## config.mk

```make
export PLATFORM = sky130hd
export DESIGN_NAME = rapids_fetch
export DESIGN_NICKNAME = d
export VERILOG_FILES = /design/src/rtl/rapids_fetch.sv
export SDC_FILE = /design/constraint.sdc
export NUM_CORES = 1
export LEC_CHECK = 0
export BUFFER_PORTS_ARGS = -buffer_cell sky130_fd_sc_hd__buf_4
export CAP_MARGIN = 20
export CORE_MARGIN = 4
export CORE_UTILIZATION = 60
export DETAILED_ROUTE_END_ITERATION = 12
export PLACE_DENSITY_LB_ADDON = 0.08
export SLEW_MARGIN = 30
export SYNTH_ARGS = -nofsm -noshare
export SYNTH_HDL_FRONTEND = slang
export SYNTH_SLANG_ARGS = --single-unit
```

## constraint.sdc

```tcl
create_clock -name clk -period 11.6 [get_ports clk]
set_input_delay 1.74 -clock clk [delete_from_list [all_inputs] [get_ports clk]]
set_output_delay 1.74 -clock clk [all_outputs]
set_load 0.02 [all_outputs]
```

## src/rtl/rapids_fetch.sv

```systemverilog
// rapids instruction fetch stage: PC, mmu read issue, in-order
// instruction queue toward decode, go/halt/redirect control.
module rapids_fetch #(
  parameter int              PC_W     = 16,
  parameter int              DATA_W   = 32,
  parameter int              DEPTH    = 2,
  parameter logic [PC_W-1:0] RESET_PC = '0
) (
  input  logic              clk,
  input  logic              reset_n,
  input  logic              go,
  input  logic              halt,
  output logic              mem_req,
  output logic [PC_W-1:0]   mem_addr,
  input  logic              mem_gnt,
  input  logic              mem_rvalid,
  input  logic [DATA_W-1:0] mem_rdata,
  output logic              inst_valid,
  output logic [DATA_W-1:0] inst,
  output logic [PC_W-1:0]   inst_pc,
  input  logic              inst_ready,
  input  logic              redirect,
  input  logic [PC_W-1:0]   redirect_pc,
  output logic              running
);

  localparam int CW = $clog2(DEPTH + 1);
  localparam int AW = (DEPTH > 1) ? $clog2(DEPTH) : 1;

  typedef enum logic [1:0] {
    IDLE  = 2'd0,
    RUN   = 2'd1,
    DRAIN = 2'd2
  } state_t;

  state_t state;
  state_t state_nx;

  logic [CW-1:0]     outstanding;
  logic [CW-1:0]     drop;
  logic [CW-1:0]     occ;
  logic [CW:0]       used;
  logic [PC_W-1:0]   pc;
  logic [PC_W-1:0]   fetch_pc;
  logic [DATA_W-1:0] q_data [DEPTH];
  logic [PC_W-1:0]   q_pc   [DEPTH];
  logic [AW-1:0]     rd_ptr;
  logic [AW-1:0]     wr_ptr;
  logic              active;
  logic              flush;
  logic              start;
  logic              issue;
  logic              push;
  logic              pop;

  function automatic logic [AW-1:0] inc(input logic [AW-1:0] p);
    return (p == AW'(DEPTH - 1)) ? '0 : p + AW'(1);
  endfunction

  assign active = (state != IDLE);
  assign flush  = redirect & active;
  assign start  = (state == IDLE) & go;
  assign used   = {1'b0, outstanding} + {1'b0, occ};
  assign issue  = mem_req & mem_gnt;
  // returns owed to a pre-redirect stream never reach the queue
  assign push   = mem_rvalid & (drop == '0) & ~flush;
  assign pop    = inst_valid & inst_ready & ~flush;

  assign mem_addr   = pc;
  assign inst_valid = (occ != '0);
  assign inst       = q_data[rd_ptr];
  assign inst_pc    = q_pc[rd_ptr];

  always_ff @(posedge clk) begin
    if (reset_n) state <= IDLE;
    else         state <= state_nx;
  end

  always_comb begin
    state_nx = state;
    unique case (1'b1)
      (state == IDLE):  if (go) state_nx = RUN;
      (state == RUN):   if (halt) state_nx = DRAIN;
      (state == DRAIN): if (outstanding == '0) state_nx = IDLE;
      default:          state_nx = IDLE;
    endcase
  end

  always_comb begin
    mem_req = 1'b0;
    running = 1'b0;
    unique case (1'b1)
      (state == RUN): begin
        running = 1'b1;
        mem_req = ~halt & ~redirect &
                  (used < (CW + 1)'(DEPTH));
      end
      (state == DRAIN): running = 1'b1;
      default: ;
    endcase
  end

  always_ff @(posedge clk) begin
    if (reset_n) begin
      pc          <= RESET_PC;
      fetch_pc    <= RESET_PC;
      outstanding <= '0;
      drop        <= '0;
    end else begin
      outstanding <= outstanding + CW'(issue) - CW'(mem_rvalid);
      if (flush)
        drop <= outstanding - CW'(mem_rvalid);
      else if (mem_rvalid && drop != '0)
        drop <= drop - CW'(1);
      if (start)      pc <= RESET_PC;
      else if (flush) pc <= redirect_pc;
      else if (issue) pc <= pc + PC_W'(1);
      if (start)      fetch_pc <= RESET_PC;
      else if (flush) fetch_pc <= redirect_pc;
      else if (push)  fetch_pc <= fetch_pc + PC_W'(1);
    end
  end

  always_ff @(posedge clk) begin
    if (reset_n) begin
      rd_ptr <= '0;
      wr_ptr <= '0;
      occ    <= '0;
      for (int i = 0; i < DEPTH; i++) begin
        q_data[i] <= '0;
        q_pc[i]   <= RESET_PC;
      end
    end else if (flush) begin
      rd_ptr <= '0;
      wr_ptr <= '0;
      occ    <= '0;
    end else begin
      if (push) begin
        q_data[wr_ptr] <= mem_rdata;
        q_pc[wr_ptr]   <= fetch_pc;
        wr_ptr         <= inc(wr_ptr);
      end
      if (pop) rd_ptr <= inc(rd_ptr);
      occ <= occ + CW'(push) - CW'(pop);
    end
  end

endmodule

```

==> results_dict.tcl, run 1 <==
set metrics [dict create \
    synth_common_cells "and2_1 (96), edfxtp_1 (96), mux2_2 (48), dfxtp_1 (43), clkbuf_1 (24)" \
    setup_ws_ns 7.35 \
    period_share_pct 36.6 \
    worstMarginPinSlew_ns 0.776 \
    status "finished, final reports clean" \
    drt_pass1_iterations 4 \
    drive_gt1_share_pct 33.5 \
    swShare_pct 27.8 \
    routabilityCongestion 0.823 \
    dpl.hpwl_um 8290 \
    grt_usage_pct 21.6 \
    fmax_mhz 235 \
    crit_path_end_kind "primary output" \
    area_growth_pct 27.0 \
    clkLatencyLatePin_ns 0.51 \
    synthTopCellsByArea "edfxtp_1 (46%), dfxtp_1 (14%), and2_1 (9.5%)" \
    initial_utilization_pct 61.4 \
    grt_overflow 0 \
    route.antenna.remaining_nets 0 \
    dieArea_sq_um 12300 \
    internal_power_w 0.00117 \
    synth.distinct_cells 36 \
    first_global_vias 4438 \
    synth_flop_cell "edfxtp_1" \
    synth_cells 514 \
    clock-sinks 139 \
    drc 0 \
    netSwitchingPower_w 0.000451 \
    pwr-share-seq_pct 39.2 \
    cp_data_required_time_ns 9.86 \
    cts_buffer_depth 2 \
    final-setup-viol-count 0 \
    port_buffers 122 \
    die_x_um 111 \
    die_y_um 111 \
    io_pins 123 \
    rsz0062_at_grt "false" \
    synth_edf_count 96 \
    cp.arrival_ns 2.51 \
    p_leak_nw 3.23 \
    cp_max_fo 4 \
    avgSynthCellArea_sq_um 12.3 \
    final_hold_viol_count 0 \
    viasPerCell 5.48 \
    vias 4287 \
    cts-root-buf "clkbuf_8" \
    grt_pass1_wl_um 21300 \
    p_clk_share_pct 35.6 \
    cts_made_buffers 17 \
    htree_levels 4 \
    post_drt_wl_per_cell_um 16.3 \
    crit_type "in2out" \
    combPwrFrac_pct 25.2 \
    num_rows 37 \
    fin_tns_setup_ns 0 \
    powerDensity_nw_per_um2 202 \
    post-route-min-period_ns 4.25 \
    num-fill-cells 643 \
    core_area_sq_um 10300 \
    antenna_found_initial 0 \
    synth_fp_nets 583 \
    cts-resized-gates 0 \
    cap_viol_max_count 0 \
    synth_top_area_share_pct 45.5 \
    hold_path.class "reg2reg" \
    drt-initial-drc-count 294 \
    grt_max_degree 50 \
    final_nets 703 \
    synth.cell_area_sq_um 6330 \
    irDropWorstVdd_v 0.000104 \
    yosysTopAreaCell "edfxtp_1" \
    clk_pin_slew_ns 0.06 \
    cts_tree "done" \
    synth-seq-cells 139 \
    finClkSkew_ns 0.00679 \
    seqCellArea_sq_um 3740 \
    multi_input_area_sq_um 2460 \
    antennaDiodeCount 0 \
    post_cts_buffers 0 \
    pre_cts_ws_ns 7.24 \
    yosysWarnings 0 \
    slew_violations 0 \
    routed_wl_um 12800 \
    yosysSeqAreaShare_pct 59.1 \
    cp-start-kind "input port" \
    cts_hold_buffers 0 \
    timing.slew.headroom_pct 48.2 \
    async_flop_share_pct 0 \
]
-- worst paths after layout --
kind | startpoint | end | slack [ns] | cells after the start
worst min-delay path | mem_addr[15] | mem_addr[15] | 0.52 | 2
worst min register to register | mem_addr[15] | mem_addr[15] | 0.52 | 2
worst max-delay path | redirect | mem_req | 7.35 | 4
worst max register to register | state[0] | q_pc[1][10] | 8.36 | 9
-- power groups by stage --
stage | clock, W | sequential (W) | combinational, W
global placement | 0 | 0.000641 | 0.000402
finish | 0.000577 | 0.000636 | 0.000409
global route | 0.000610 | 0.000643 | 0.000439
detailed placement | 0 | 0.000645 | 0.000409
CTS | 0.000585 | 0.000636 | 0.000414
floorplan | 0 | 0.000642 | 0.000256
-- worst max-delay path, stage by stage --
cell and delay [ns]:
buf_4 0.12, or3_4 0.33, nor2_1 0.15, buf_4 0.17
-- sequential cells by signal, summed over array words and instances, names as in the netlist, named ones only --
name         flops
wr_ptr           1
fetch_pc        16
drop             2
mem_addr        16
rd_ptr           1
occ              2
q_pc            32
state            2
outstanding      2
q_data          64
-- logic make-up (layout without fill, tap and decap cells) --
group | Yosys count | count (layout) | share of synthesized area, %
flip-flops | 139 | 139 | 59.1
AO/OA/AOI/OAI | 67 | 67 | 6.02
multiplexers | 51 | 51 | 9.01
AND/OR/NAND/NOR | 179 | 179 | 17.2
XOR/XNOR | 25 | 25 | 3.46
adder cells (fa/ha/maj) | 13 | 13 | 2.69
buffers and inverters | 40 | 173 | 2.49
-- stage by stage --
step	total power (W)	utilization [%]	std cells	hold slack (ns)	area, sq um
after floorplan	0.000898	-	514	0.477	6330
after global placement	0.00104	71.5	751	0.500	7380
after detailed placement	0.00105	71.5	751	0.516	7380
after CTS	0.00163	77.9	783	0.527	8040
after global routing	0.00169	77.9	783	0.552	8050
final	0.00162	77.9	783	0.524	8050
-- layout make-up --
type                            count  area share (%)
Sequential cell                   139            46.5
Multi-Input combinational cell    335            30.6
Timing Repair Buffer              128            11.9
Clock buffer                       26            7.15
Tap cell                          136            2.12
Clock inverter                      6            1.07
Inverter                           13           0.607
-- cell usage in the layout, fill, tap and decap left out, types with 7 or more instances in the layout --
cell and instances:
ha_1 12, mux2_2 48, or4_1 7, inv_1 13, clkbuf_16 21, edfxtp_1 96, buf_4 128, nand3_1 11
xnor2_1 11, a21oi_1 19, xor2_1 14, a31oi_1 13, o31ai_1 7, nor2_1 7, nand2_1 8, nor3_1 7
dfxtp_1 42, and2_1 96, nand4_1 12, o21ai_0 22
-- layer usage --
| layer | up-vias | share of wire (%) | GRT usage (%) | wire (um) |
|---|---|---|---|---|
| li1 | 2100 | - | - | - |
| met1 | 2040 | 41 | 26.8 | 5270 |
| met2 | 134 | 52 | 37.2 | 6600 |
| met3 | 13 | 5.9 | 5.40 | 761 |
| met4 | 0 | 1.2 | 6.81 | 159 |
| met5 | - | 0 | 0 | 0 |
No activity file was read; power rests on OpenSTA's default activity.
==> run 2: changes to the inputs <==
CORE_UTILIZATION = 50   (was 60)
clock period = 3.56 ns   (was 11.6 ns; I/O delays follow)
==> run 2 against run 1 <==
Routed wire length grew 2.1%. Cell area decreased by 0.89%. Via count down 0.61%. Sequential cell count is the same. First-iteration DRC count shrank 14%. Register-to-register slack worse by 7.5 ns. Critical endpoint is now q_data[1][3]. Clock-buffer cell count increased by 5.
==> results_dict.tcl, run 2 (same netlist as run 1, synthesis figures left out) <==
set metrics [dict create \
    post_cts_buffers 0 \
    route.met2.wl_um 6420 \
    vias 4261 \
    viasPerCell 5.22 \
    cp_data_required_time_ns 3.64 \
    clk_pin_slew_ns 0.05 \
    r2r_slack_ns 0.84 \
    top_regs "q_data x64, q_pc x32" \
    worstMarginPinSlew_ns 0.713 \
    clkLatencyLatePin_ns 0.41 \
    cts_buffer_depth 2 \
    status "finished, final reports clean" \
    drt_pass1_iterations 4 \
    fin_cells 816 \
    antenna_found_initial 0 \
    regMostFlops "q_data" \
    drc 0 \
    hold_path_depth 2 \
    seqCellArea_sq_um 3740 \
    rsz0062_at_grt "false" \
    core_area_sq_um 12200 \
    num-fill-cells 994 \
    reg2reg_from "state[0]" \
    final-setup-viol-count 0 \
    hold_path.class "in2reg" \
    finClkSkew_ns 0.00603 \
    p_leak_nw 3.17 \
    final_hold_viol_count 0 \
    pwr-share-seq_pct 41.9 \
    num_rows 40 \
    cts_hold_buffers 0 \
    fmax_mhz 368 \
    cts-resized-gates 0 \
    die_y_um 121 \
    drt-initial-drc-count 252 \
    irDropWorstVdd_v 0.000304 \
    dpl.hpwl_um 8680 \
    period_share_pct 76.4 \
    crit_type "reg2reg" \
    route.antenna.remaining_nets 0 \
    combPwrFrac_pct 26.2 \
    htree_levels 4 \
    p_clk_share_pct 31.9 \
    wl_met1_um 5750 \
    powerDensity_nw_per_um2 626 \
    initial_utilization_pct 51.9 \
    dieArea_sq_um 14500 \
    grt_max_degree 49 \
    cts_made_buffers 17 \
    crit_path_end_kind "flip-flop" \
    cp_max_fo 29 \
    slew_violations 0 \
    largest_register_ff_count 64 \
    final_nets 704 \
    post_drt_wl_per_cell_um 16.0 \
    whs_endpoint "q_data[1][17]" \
    swShare_pct 28.5 \
    cts_tree "done" \
    area_growth_pct 25.9 \
    r2r_end "q_data[1][3]" \
    mostFrequentLayoutCells "buf_4 (129), and2_1 (96), edfxtp_1 (96)" \
    io_pins 123 \
    routabilityCongestion 0.866 \
    wl_met3_um 743 \
    cp-start-kind "flip-flop" \
    drive_gt1_share_pct 32.6 \
    clock-sinks 139 \
    cap_viol_max_count 0 \
    dp_cells 784 \
    grt_pass1_wl_um 21000 \
    cp.arrival_ns 2.80 \
    internal_power_w 0.00357 \
    netSwitchingPower_w 0.00142 \
    port_buffers 122 \
    grt_overflow 0 \
    fin_tns_setup_ns 0 \
    cts-root-buf "clkbuf_16" \
    grt_usage_pct 18.3 \
    final_common_cell "buf_4" \
    die_x_um 121 \
    routed_wl_um 13100 \
    multi_input_area_sq_um 2460 \
    worstHoldStart "mem_rdata[17]" \
    first_global_vias 4268 \
    topRoutingLayerUsed "met4" \
    reg2regPathDepth 7 \
    timing.slew.headroom_pct 52.4 \
    post-route-min-period_ns 2.72 \
    antennaDiodeCount 0 \
]
[run 2: worst max path at each step]
stage	from	to	slack, ns	depth (start not counted)
2_1_floorplan	state[0]	q_data[0][0]	0.91	5
3_3_place_gp	state[0]	q_data[1][5]	0.93	7
3_5_place_dp	state[1]	q_data[1][5]	0.83	7
4_1_cts	state[0]	q_data[1][13]	0.80	7
5_1_grt	state[0]	q_data[1][3]	0.62	7
6_report	state[0]	q_data[1][3]	0.84	7
[run 2: per-stage QoR]
step | setup slack, ns | total power, W | instance area [sq um] | hold slack [ns] | util, %
floorplan | 0.910 | 0.00292 | 6340 | 0.477 | -
global placement | 0.932 | 0.00342 | 7430 | 0.499 | 60.8
detailed placement | 0.827 | 0.00345 | 7430 | 0.507 | 60.8
CTS | 0.804 | 0.00504 | 7970 | 0.397 | 65.3
global route | 0.616 | 0.00523 | 7970 | 0.395 | 65.3
finish | 0.840 | 0.00499 | 7970 | 0.412 | 65.3
[run 2: power groups by stage]
stage	sequential [W]	clock [W]	combinational, W
detailed placement	0.00213	0	0.00132
CTS	0.00210	0.00162	0.00133
global placement	0.00212	0	0.00131
floorplan	0.00209	0	0.000835
finish	0.00209	0.00159	0.00131
global route	0.00212	0.00169	0.00142
[run 2: layout make-up]
cell class / count / area share (%)
clock inverter: 1 / 0.0628
tap: 168 / 2.64
timing repair buffer: 129 / 12.1
clock buffer: 31 / 6.75
inverter: 13 / 0.612
multi-input combinational: 335 / 30.8
sequential: 139 / 47.0
[run 2: critical path, stage by stage (launching register included)]
cell      delay (ns)
dfxtp_1         0.33
inv_1           0.09
ha_1            0.25
nand2b_1        0.17
nand3_1         0.26
nor3b_2         0.26
or2_2           0.61
buf_4           0.40
[run 2: layer usage]
metal	GRT usage, %	up-vias
li1	-	2105
met3	5.24	19
met1	22.4	2027
met5	0	-
met2	31.3	110
met4	5.74	0
